### src/rtl/dram_ctrl_if.sv
// dram_ctrl_if: Avalon-style host bus used by the CPU and debug ports of dram_ctrl.
// Signals:
//   address     32  byte address
//   read/write   1  request strobes (held stable while waitrequest=1)
//   writedata   32  write data
//   readdata    32  read data, valid when read && !waitrequest
//   waitrequest  1  stall from the controller
// Modports: master (host side), slave (controller side).
interface dram_ctrl_if;
  logic [31:0] address;
  logic        read;
  logic        write;
  logic [31:0] writedata;
  logic [31:0] readdata;
  logic        waitrequest;

  modport master (
    output address, read, write, writedata,
    input  readdata, waitrequest
  );

  modport slave (
    input  address, read, write, writedata,
    output readdata, waitrequest
  );
endinterface

### src/rtl/dram_ctrl.sv
// dram_ctrl: sequencer and arbiter in front of a single-port RAM
// (combinational read, single-cycle write). Two hosts (CPU, debug) share the
// RAM with round-robin arbitration; a fill engine writes an arithmetic series
// into a RAM region on command and owns the RAM while busy.
// Ports:
//   clk, rst_n            clock, asynchronous active-low reset
//   cpu, dbg              host buses (dram_ctrl_if.slave)
//   i_fill_start          one-cycle fill command
//   i_fill_base/count     first byte address / number of words
//   i_fill_init/step      first value / increment
//   o_fill_busy           fill engine owns the RAM
//   o_fill_done           one-cycle completion pulse
//   o_ram_*/i_ram_readdata RAM side
module dram_ctrl #(
  parameter int CNT_W = 13
) (
  input  logic              clk,
  input  logic              rst_n,
  dram_ctrl_if.slave        cpu,
  dram_ctrl_if.slave        dbg,
  input  logic              i_fill_start,
  input  logic [31:0]       i_fill_base,
  input  logic [CNT_W-1:0]  i_fill_count,
  input  logic [31:0]       i_fill_init,
  input  logic [31:0]       i_fill_step,
  output logic              o_fill_busy,
  output logic              o_fill_done,
  output logic [31:0]       o_ram_address,
  output logic              o_ram_read,
  output logic              o_ram_write,
  output logic [31:0]       o_ram_writedata,
  input  logic [31:0]       i_ram_readdata
);

  // state  | meaning
  // S_IDLE | hosts arbitrated, waiting for i_fill_start
  // S_FILL | one RAM write per cycle from the fill engine
  // S_DONE | o_fill_done pulse, RAM still withheld from hosts
  typedef enum logic [1:0] {
    S_IDLE = 2'd0,
    S_FILL = 2'd1,
    S_DONE = 2'd2
  } fill_state_t;

  fill_state_t        r_state;
  fill_state_t        w_state_nxt;
  logic [31:0]        r_addr;
  logic [31:0]        r_val;
  logic [31:0]        r_step;
  logic [CNT_W-1:0]   r_remaining;
  logic               r_last_dbg;   // 1: debug port was granted most recently

  logic w_busy;
  logic w_cpu_req;
  logic w_dbg_req;
  logic w_grant_cpu;
  logic w_grant_dbg;

  always_ff @(posedge clk or negedge rst_n) begin
    if (!rst_n) r_state <= S_IDLE;
    else        r_state <= w_state_nxt;
  end

  always_comb begin
    w_state_nxt = r_state;
    case (r_state)
      S_IDLE: begin
        if (i_fill_start)
          w_state_nxt = (i_fill_count == '0) ? S_DONE : S_FILL;
      end
      S_FILL: begin
        if (r_remaining == CNT_W'(1)) w_state_nxt = S_DONE;
      end
      S_DONE:  w_state_nxt = S_IDLE;
      default: w_state_nxt = S_IDLE;
    endcase
  end

  // Fill datapath; address and value wrap modulo 2^32.
  always_ff @(posedge clk or negedge rst_n) begin
    if (!rst_n) begin
      r_addr      <= '0;
      r_val       <= '0;
      r_step      <= '0;
      r_remaining <= '0;
    end else begin
      case (r_state)
        S_IDLE: begin
          if (i_fill_start) begin
            r_addr      <= i_fill_base;
            r_val       <= i_fill_init;
            r_step      <= i_fill_step;
            r_remaining <= i_fill_count;
          end
        end
        S_FILL: begin
          r_addr      <= r_addr + 32'd4;
          r_val       <= r_val + r_step;
          r_remaining <= r_remaining - CNT_W'(1);
        end
        default: ;
      endcase
    end
  end

  assign w_busy      = (r_state != S_IDLE);
  assign o_fill_busy = w_busy;
  assign o_fill_done = (r_state == S_DONE);

  assign w_cpu_req = cpu.read | cpu.write;
  assign w_dbg_req = dbg.read | dbg.write;

  // On a tie the host that did not win last time is granted.
  always_comb begin
    w_grant_cpu = 1'b0;
    w_grant_dbg = 1'b0;
    if (!w_busy) begin
      if (w_cpu_req && w_dbg_req) begin
        w_grant_cpu = r_last_dbg;
        w_grant_dbg = !r_last_dbg;
      end else begin
        w_grant_cpu = w_cpu_req;
        w_grant_dbg = w_dbg_req;
      end
    end
  end

  always_ff @(posedge clk or negedge rst_n) begin
    if (!rst_n)           r_last_dbg <= 1'b1;
    else if (w_grant_cpu) r_last_dbg <= 1'b0;
    else if (w_grant_dbg) r_last_dbg <= 1'b1;
  end

  always_comb begin
    o_ram_address   = '0;
    o_ram_read      = 1'b0;
    o_ram_write     = 1'b0;
    o_ram_writedata = '0;
    if (r_state == S_FILL) begin
      o_ram_address   = r_addr;
      o_ram_write     = 1'b1;
      o_ram_writedata = r_val;
    end else if (w_grant_cpu) begin
      o_ram_address   = cpu.address;
      o_ram_read      = cpu.read;
      o_ram_write     = cpu.write;
      o_ram_writedata = cpu.writedata;
    end else if (w_grant_dbg) begin
      o_ram_address   = dbg.address;
      o_ram_read      = dbg.read;
      o_ram_write     = dbg.write;
      o_ram_writedata = dbg.writedata;
    end
  end

  assign cpu.waitrequest = w_cpu_req & ~w_grant_cpu;
  assign dbg.waitrequest = w_dbg_req & ~w_grant_dbg;
  assign cpu.readdata    = w_grant_cpu ? i_ram_readdata : 32'd0;
  assign dbg.readdata    = w_grant_dbg ? i_ram_readdata : 32'd0;

endmodule

### src/flat_wrapper.sv
// flat-port wrapper written by rule: the top's interface ports become plain ports
module dram_ctrl_flat 
#(
  parameter int CNT_W = 13
)
  (clk, rst_n, i_fill_start, i_fill_base, i_fill_count, i_fill_init, i_fill_step, o_fill_busy, o_fill_done, o_ram_address, o_ram_read, o_ram_write, o_ram_writedata, i_ram_readdata, cpu_address, cpu_read, cpu_write, cpu_writedata, cpu_readdata, cpu_waitrequest, dbg_address, dbg_read, dbg_write, dbg_writedata, dbg_readdata, dbg_waitrequest);
  dram_ctrl_if cpu_i ();
  dram_ctrl_if dbg_i ();
  input  logic clk;
  input  logic rst_n;
  input  logic i_fill_start;
  input  logic [31:0] i_fill_base;
  input  logic [CNT_W-1:0] i_fill_count;
  input  logic [31:0] i_fill_init;
  input  logic [31:0] i_fill_step;
  output logic o_fill_busy;
  output logic o_fill_done;
  output logic [31:0] o_ram_address;
  output logic o_ram_read;
  output logic o_ram_write;
  output logic [31:0] o_ram_writedata;
  input  logic [31:0] i_ram_readdata;
  input wire logic [$bits(cpu_i.address)-1:0] cpu_address;
  input wire logic [$bits(cpu_i.read)-1:0] cpu_read;
  input wire logic [$bits(cpu_i.write)-1:0] cpu_write;
  input wire logic [$bits(cpu_i.writedata)-1:0] cpu_writedata;
  output wire logic [$bits(cpu_i.readdata)-1:0] cpu_readdata;
  output wire logic [$bits(cpu_i.waitrequest)-1:0] cpu_waitrequest;
  input wire logic [$bits(dbg_i.address)-1:0] dbg_address;
  input wire logic [$bits(dbg_i.read)-1:0] dbg_read;
  input wire logic [$bits(dbg_i.write)-1:0] dbg_write;
  input wire logic [$bits(dbg_i.writedata)-1:0] dbg_writedata;
  output wire logic [$bits(dbg_i.readdata)-1:0] dbg_readdata;
  output wire logic [$bits(dbg_i.waitrequest)-1:0] dbg_waitrequest;
  assign cpu_i.address = cpu_address;
  assign cpu_i.read = cpu_read;
  assign cpu_i.write = cpu_write;
  assign cpu_i.writedata = cpu_writedata;
  assign cpu_readdata = cpu_i.readdata;
  assign cpu_waitrequest = cpu_i.waitrequest;
  assign dbg_i.address = dbg_address;
  assign dbg_i.read = dbg_read;
  assign dbg_i.write = dbg_write;
  assign dbg_i.writedata = dbg_writedata;
  assign dbg_readdata = dbg_i.readdata;
  assign dbg_waitrequest = dbg_i.waitrequest;
  dram_ctrl #(.CNT_W(CNT_W)) u_core (.clk(clk), .rst_n(rst_n), .cpu(cpu_i), .dbg(dbg_i), .i_fill_start(i_fill_start), .i_fill_base(i_fill_base), .i_fill_count(i_fill_count), .i_fill_init(i_fill_init), .i_fill_step(i_fill_step), .o_fill_busy(o_fill_busy), .o_fill_done(o_fill_done), .o_ram_address(o_ram_address), .o_ram_read(o_ram_read), .o_ram_write(o_ram_write), .o_ram_writedata(o_ram_writedata), .i_ram_readdata(i_ram_readdata));
endmodule
### config.mk
export PLATFORM = sky130hd
export DESIGN_NAME = dram_ctrl_flat
export DESIGN_NICKNAME = d
export VERILOG_FILES = /design/src/rtl/dram_ctrl_if.sv /design/src/rtl/dram_ctrl.sv /design/src/flat_wrapper.sv
export SDC_FILE = /design/constraint.sdc
export NUM_CORES = 1
export LEC_CHECK = 0
export BUFFER_PORTS_ARGS = -buffer_cell sky130_fd_sc_hd__buf_2
export CAP_MARGIN = 20
export CORE_AREA = 5 5 157 159
export CTS_CLUSTER_SIZE = 10
export DETAILED_ROUTE_END_ITERATION = 12
export DIE_AREA = 0 0 162 164
export GPL_TIMING_DRIVEN = 0
export HOLD_SLACK_MARGIN = 0.1
export PLACE_DENSITY = 0.65
export SYNTH_ARGS = -nofsm -noshare
export SYNTH_HDL_FRONTEND = slang
export SYNTH_SLANG_ARGS = --single-unit
### constraint.sdc
create_clock -name clk -period 3.4 [get_ports clk]
set_clock_uncertainty 0.2 [all_clocks]
set_input_delay 0.68 -clock clk [delete_from_list [all_inputs] [get_ports clk]]
set_output_delay 0.68 -clock clk [all_outputs]
set_load 0.01 [all_outputs]
**Word-level counts from Yosys, hierarchy flattened**

Cells that the tools add are included.
Widths: inputs -> output; s select.

- Reductions and logical operators: 10
- Bitwise operators: 6
- Equal/unequal tests: 5
- $add $sub $neg: 3
- Muxes and demuxes: 30

Operator list:

| kind | number |
|---|---|
| $mux 32 | 10 |
| $pmux 32 s2 | 2 |
| $add 32x3->32 const B | 1 |
| $add 32x32->32 | 1 |
| $pmux 13 s2 | 1 |
| $eq 13x1->1 const B | 1 |
| $logic_not 13->1 | 1 |
| $mux 13 | 1 |
| $sub 13x1->13 const B | 1 |
| $mux 1 | 12 |
| $mux 2 | 3 |
| $reduce_and 2->1 | 3 |
| $reduce_bool 2->1 | 3 |
| $pmux 2 s2 | 1 |
| $and 1x1->1 | 2 |
| $eq 2x1->1 const B | 1 |
| $eq 2x2->1 const B | 1 |
| $logic_not 2->1 | 1 |
| $ne 2x1->1 const B | 1 |
| $ne 2x2->1 const B | 1 |
| $not 1->1 | 2 |
| $or 1x1->1 | 2 |
| $logic_and 1x1->1 | 1 |
| $logic_not 1->1 | 1 |

- Output and inout bits: 134
- Input bits: 276
- Bits in registers: 112

**Depth between registers and ports, before layout**

Gate-level depths: netlist (run 1).

- Word-level depth: 7
- Gate-level depth with buffers: 11

**Worst setup path before layout (run 1)**

Ideal clock, no wire load.

- Kind: input to output
- From: input cpu_write
- To: output o_ram_writedata[29]
- Stages: 7
- Slack: 0.426 ns
- Arrival: 2.094 ns
- Buffers on the path: 3
- Required time: 2.520 ns
- Path through: or2_2 > clkbuf_1 > a21oi_1 > buf_2 > buf_2 > a222oi_1 > inv_1

- Word-level cells in the longest chain between the ends: 7
- Elaborated cells on any way between the ends: 9
- Classes of those cells: mux: 7; bitwise: 1; reduce/logical: 1

RTL lines:

| what | RTL line | source |
|---|---|---|
| from (decl) | flat_wrapper.sv:25 | `input wire logic [$bits(cpu_i.write)-1:0] cpu_write;` |
| $or 1x1->1 (*) | dram_ctrl.sv:110 | `assign w_cpu_req = cpu.read \| cpu.write;` |
| $logic_and 1x1->1 | dram_ctrl.sv:118 | `if (w_cpu_req && w_dbg_req) begin` |
| $mux 1 | dram_ctrl.sv:118 |  |
| $mux 1 | dram_ctrl.sv:117 | `if (!w_busy) begin` |
| $mux 32 | dram_ctrl.sv:148 | `end else if (w_grant_dbg) begin` |
| $mux 32 (*) | dram_ctrl.sv:143 | `end else if (w_grant_cpu) begin` |
| $mux 32 (*) | dram_ctrl.sv:139 | `if (r_state == S_FILL) begin` |
| to (decl) | flat_wrapper.sv:21 | `output logic [31:0] o_ram_writedata;` |

Mark *: on every way between the ends. The rest lies on a longest branch, timed or not.

**Worst setup path after layout (run 1)**

- From: register u_core.r_state[1]
- To: output o_ram_address[2]

- Word-level cells in the longest chain between the ends: 5
- Elaborated cells on any way between the ends: 7
- Classes of those cells: eq/ne: 1; mux: 5; reduce/logical: 1

RTL lines:

| what | RTL line | source |
|---|---|---|
| from (decl) | dram_ctrl.sv:45 | `fill_state_t r_state;` |
| from (signal assigned) | dram_ctrl.sv:61 | `else r_state <= w_state_nxt;` |
| $reduce_bool 2->1 | dram_ctrl.sv:106 | `assign w_busy = (r_state != S_IDLE);` |
| $mux 1 | dram_ctrl.sv:117 |  |
| $mux 32 | dram_ctrl.sv:148 |  |
| $mux 32 | dram_ctrl.sv:143 |  |
| $mux 32 (*) | dram_ctrl.sv:139 |  |
| to (decl) | flat_wrapper.sv:18 | `output logic [31:0] o_ram_address;` |

Marked as above.

==> results.cfg, run 1 <==
[status]
status = completed

[timing]
maxSlewHeadroom_pct = 45.4
slew_violations = 0
fin_ws_ps = 128
min_period_ps = 3270
rsz0062_at_grt = false
timing.final.crit_share_pct = 96.2
tightest_slew_ps = 819
final_hold_viol_count = 0
setup_viol = 0
clock.fmax_mhz = 306
whs_ps = 285

[synth]
yosysTopAreaCell = dfrtp_1
muxShareOfSynthArea_pct = 0
syn_area_um2 = 8390
synth-adder-area-share_pct = 5.31
synth_top_family_by_area = compound AO/OA/AOI/OAI gates
synthTopCellsByArea = dfrtp_1 (33%), nand2_1 (8.4%), a222oi_1 (7.4%)
synthArstFlopShare_pct = 100
synthFlopType = dfrtp_1
ys_seq_area_share_pct = 33.4
synth_edf_count = 0
ys_ff_latch = 112
synthSimpleGateAreaFrac_pct = 24.6
syn_avg_cell_area_um2 = 7.95
yosys.area.top_type_share_pct = 33.1
synth_nets = 1367
syn_inst = 1056
synth_warnings = 0
synth_compound_area_share_pct = 26.4
synth_cell_types = 73
synth_xor_area_share_pct = 3.13

[layout]
num-fill-cells = 2363
layout.nets = 1792
layout_commonest_cell = buf_2
syn_to_final_growth_pct = 33.7
final_cell_mix = buf_2 (417), nand2_1 (187), dfrtp_1 (111)
multi_input_area_um2 = 5010
instances_no_fill = 1779
seqCellArea_um2 = 2800
layout-drive-gt1-share_pct = 33.4

[floorplan]
die_area_um2 = 26600
core-area_um2 = 23100
num_rows = 56
die_x_um = 162
initial_core_util_pct = 36.3
die_y_um = 164
ios = 410

[pwr]
p_per_area_nw_per_um2 = 920
swShare_pct = 47.9
power_switching_mw = 4.94
intPower_mw = 5.38
power_frac_comb_pct = 63.3
power_frac_clock_pct = 10.4
power_frac_seq_pct = 26.3
p_leak_nw = 5.86
peakVddDrop_v = 0.000365

[routing]
vias = 9924
wl_per_cell_um = 21.0
detail-route-antenna-nets = 0
drc = 0
drtIter0Drc = 1172
first_pass_iters = 9
routed_via_density = 5.58
drt-total-wl_mm = 37.3

[critical_path]
critical_path.max_fanout = 10
critPathArrivalTime_ps = 2390
crit_path_end_kind = output port
path_buf_inv = 4
crit_slowest_cell = dfrtp_1
critical_path.top_delay_family = buffers and inverters
crit_type = reg2out
cp_cell_sequence = nor2_2, inv_1, nor2_4, and2_1, buf_6, clkbuf_4, a221oi_1, nor2_1, buf_2
crit_path_start_kind = register
max_stage_delay_ps = 420
cp.required_ps = 2520

[clock_tree]
cts_buffers = 9
cts.path.max_buffers = 2
insertion_delay_ps = 370
root_buffer = clkbuf_16
htreeDepth = 3
clkTransAtPathRegs_ps = 80
cts_tree = built
cts_sinks = 112

[global_route]
grt_overflow = 0
antenna_found_initial = 4
first_global_vias = 9363
grt_pass1_wl_mm = 54.7
grt_max_degree = 63
grt_use_total_pct = 26.6

[place]
io_buffers = 409
place_congestion = 0.956
preCtsSetupSlack_ps = -539
dp_hpwl_mm = 29.6
place_inst = 1757

[min_path]
hold_class = reg2reg

[job]
maxCapViolations = 0
==> metal layers <==
metal  GRT usage [%]  up-vias  share of wire [%]
met5               0        -              0.056
met4            6.61        4                1.7
met3            4.87       43                7.6
met2            42.9      466                 47
met1            37.1     4702                 44
li1                -     4709                  -
==> timing repair <==
action,in CTS,in global routing
pin swaps,0,2
buffers inserted,0,3
gates cloned,0,0
gates resized for setup,13,15
hold buffers,1,0
setup endpoints to repair,77,59
hold endpoints to repair,49,0
==> stage by stage <==
stage / TNS (ps) / power (mW) / utilization (%) / cell area [um^2]
CTS: 0 / 10.2 / 48.3 / 11200
floorplan: 0 / 7.20 / - / 8390
finish: 0 / 10.3 / 48.5 / 11200
detailed placement: -19950 / 9.10 / 46.9 / 10800
global placement: -68350 / 9.01 / 46.7 / 10800
global route: 0 / 11.2 / 48.5 / 11200
==> worst min-delay path, stage by stage, from the launching register on <==
cell,delay [ps]
dfrtp_1,350
nand2_1,50
nand2_1,50
==> sequential cells by signal (all words and copies together) (netlist names) <==
signal,flops
u_core.r_addr,32
u_core.r_last_dbg,1
u_core.r_remaining,13
u_core.r_state,2
u_core.r_step,32
u_core.r_val,32
==> cell type report <==
cell class,count,share of cell area [%]
Multi-Input combinational cell,791,44.7
Antenna cell,3,0.0669
Clock buffer,10,2.04
Sequential cell,112,25.0
Timing Repair Buffer,415,18.9
Inverter,80,2.68
Tap cell,290,3.23
Buffer,72,2.92
Clock inverter,6,0.468
==> final timing paths <==
| path | depth (start not counted) | slack (ps) | startpoint | end |
|---|---|---|---|---|
| worst max-delay path | 9 | 130 | u_core.r_state[1] | o_ram_address[2] |
| worst min-delay path | 2 | 280 | u_core.r_addr[0] | u_core.r_addr[0] |
| worst max register to register | 11 | 210 | u_core.r_val[0] | u_core.r_val[26] |
| worst min register to register | 2 | 280 | u_core.r_addr[0] | u_core.r_addr[0] |
| max in group asynchronous | 3 | 1660 | rst_n | u_core.r_addr[3] |
| min in group asynchronous | 2 | 620 | rst_n | u_core.r_step[9] |
==> cell usage after synthesis, drive strengths merged, types with 12 or more instances <==
master and number:
nand2 188, dfrtp 111, inv 80, nor2 76, a222oi 62, a21oi 61, o21ai 55, and3 50
clkbuf 50, and2 35, ha 34, nand3 33, buf 23, a21o 18, a22oi 15, nor3 15
xnor2 15, xor2 15, a31oi 12
==> cells by family (layout without fill, tap and decap cells) <==
family,Yosys count,in the layout
AND/OR/NAND/NOR,430,430
AO/OA/AOI/OAI,296,296
buffers and inverters,153,583
flip-flops,112,112
adder cells (fa/ha/maj),35,35
XOR/XNOR,30,30
other,0,3
==> power by group through the flow <==
stage / combinational [mW] / clock (mW) / sequential, mW
3_3_place_gp: 6.31 / 0 / 2.70
5_1_grt: 7.23 / 1.14 / 2.79
4_1_cts: 6.45 / 1.10 / 2.69
3_5_place_dp: 6.39 / 0 / 2.71
6_report: 6.53 / 1.08 / 2.71
2_1_floorplan: 4.72 / 0 / 2.47
No activity file was read; power rests on OpenSTA's default activity.
==> run 2, diff against run 1 <==
PLACE_DENSITY = 0.66   (was 0.65)
RECOVER_POWER = 100   (was not set)
==> results.cfg, run 2 (synthesis gave the netlist of run 1 again) <==
[critical_path]
reg2reg_from = u_core.r_val[0]
critPathArrivalTime_ps = 2430
crit_path_start_kind = input pin
crit_path_end_kind = output port
reg2reg_slack_ps = 220
crit_type = in2out
cp.required_ps = 2520
ff2ff_path_depth = 11
critical_path.max_fanout = 10
r2r_end = u_core.r_val[26]

[global_route]
grt_use_total_pct = 26.2
antenna_found_initial = 4
grt_overflow = 0
grt_max_degree = 69
first_global_vias = 9505
grt_pass1_wl_mm = 54.3

[timing]
tightest_slew_ps = 1180
timing.final.crit_share_pct = 97.5
maxSlewHeadroom_pct = 21.5
final_hold_viol_count = 0
whs_ps = 289
min_period_ps = 3310
fin_ws_ps = 86.2
rsz0062_at_grt = true
clock.fmax_mhz = 302
totalNegativeSetupSlack_ps = 0
setup_viol = 0
slew_violations = 0

[place]
io_buffers = 409
place_inst = 1756
place_congestion = 0.913
preCtsSetupSlack_ps = -642
dp_hpwl_mm = 29.4
placed_area_um2 = 10800

[layout]
layout.nets = 1789
layout-drive-gt1-share_pct = 33.2
seqCellArea_um2 = 2800
num-fill-cells = 2343
layout_commonest_cell = buf_2
instances_no_fill = 1775
multi_input_area_um2 = 5020
syn_to_final_growth_pct = 33.8
final_cell_mix = buf_2 (413), nand2_1 (187), dfrtp_1 (111)
reg_top3 = u_core.r_addr: 32 flops, u_core.r_step: 32 flops, u_core.r_val: 32 flops
final_util_pct = 48.5
final_area_um2 = 11200

[routing]
drt-total-wl_mm = 37.0
drc = 0
first_pass_iters = 10
detail-route-antenna-nets = 0
wl_per_cell_um = 20.8
vias = 9905
drtIter0Drc = 1258
routed_via_density = 5.58

[clock_tree]
htreeDepth = 3
cts_buffers = 9
cts.path.max_buffers = 2
cts_tree = built
root_buffer = clkbuf_16
insertion_delay_ps = 360
clkTransAtPathRegs_ps = 80
cts_sinks = 112

[min_path]
hold_path_depth = 2
min_from = u_core.r_step[2]
hold_class = reg2reg
holdPathEnd = u_core.r_step[2]

[floorplan]
initial_core_util_pct = 36.3
die_y_um = 164
ios = 410
num_rows = 56
die_x_um = 162
die_area_um2 = 26600
core-area_um2 = 23100

[pwr]
peakVddDrop_v = 0.000376
power_mw = 10.3
p_leak_nw = 5.85
p_per_area_nw_per_um2 = 922

[status]
status = completed

[job]
maxCapViolations = 0
## run 2: cell count changes in the layout (fill, tap and decap cells not counted), moves of 2 or more
cell | before | now
buf_2 | 417 | 413
buf_6 | 4 | 1
clkbuf_1 | 40 | 43
clkbuf_2 | 7 | 5
clkbuf_4 | 4 | 6
clkinv_2 | 0 | 2
clkinvlp_4 | 2 | 0
## run 2: where the power goes
part           switching [mW]  leakage (nW)  internal (mW)
registers               0.678          1.27           2.03
logic                    3.66          4.43           2.83
clock network           0.544         0.153          0.598
## run 2: area by class of cell
type | count | share of cell area [%]
Timing Repair Buffer | 412 | 18.7
Sequential cell | 112 | 25.0
Multi-Input combinational cell | 791 | 44.7
Buffer | 72 | 2.91
Inverter | 80 | 2.67
Tap cell | 290 | 3.23
Clock inverter | 6 | 0.591
Clock buffer | 10 | 2.13
Antenna cell | 2 | 0.0446
## run 2: how the worst max path moves through the flow
| stage | to | cells past startpoint | slack (ps) | startpoint |
|---|---|---|---|---|
| 2_1_floorplan | o_ram_writedata[29] | 7 | 430 | cpu_write |
| 3_3_place_gp | dbg_readdata[31] | 8 | -1250 | cpu_write |
| 3_5_place_dp | o_ram_writedata[29] | 9 | -640 | cpu_write |
| 4_1_cts | o_ram_writedata[29] | 7 | 20 | u_core.r_state[0] |
| 5_1_grt | o_ram_writedata[1] | 8 | -5 | u_core.r_state[1] |
| 6_report | o_ram_writedata[29] | 10 | 90 | dbg_write |
## run 2: timing repair
action,in CTS,in global routing
pin swaps,2,1
hold buffers,1,0
hold endpoints to repair,43,0
gates resized for setup,11,12
setup endpoints to repair,99,62
buffers inserted,1,0
## run 2: critical path: stages
cell      delay, ps
buf_2           130
nor2_1           90
nor2_2          140
nor2_4           80
and2_1          160
buf_4           210
clkbuf_4        220
a222oi_1        480
inv_1            90
buf_2           160
## run 2: per-layer routing
| layer | share of wire [%] | up-vias | track usage, % | wire length, um |
|---|---|---|---|---|
| met5 | 0.062 | - | 0 | 23 |
| met4 | 2.0 | 4 | 6.65 | 724 |
| met3 | 7.4 | 50 | 4.59 | 2730 |
| met2 | 47 | 453 | 42.9 | 17300 |
| met1 | 44 | 4702 | 36.2 | 16300 |
| li1 | - | 4696 | - | - |
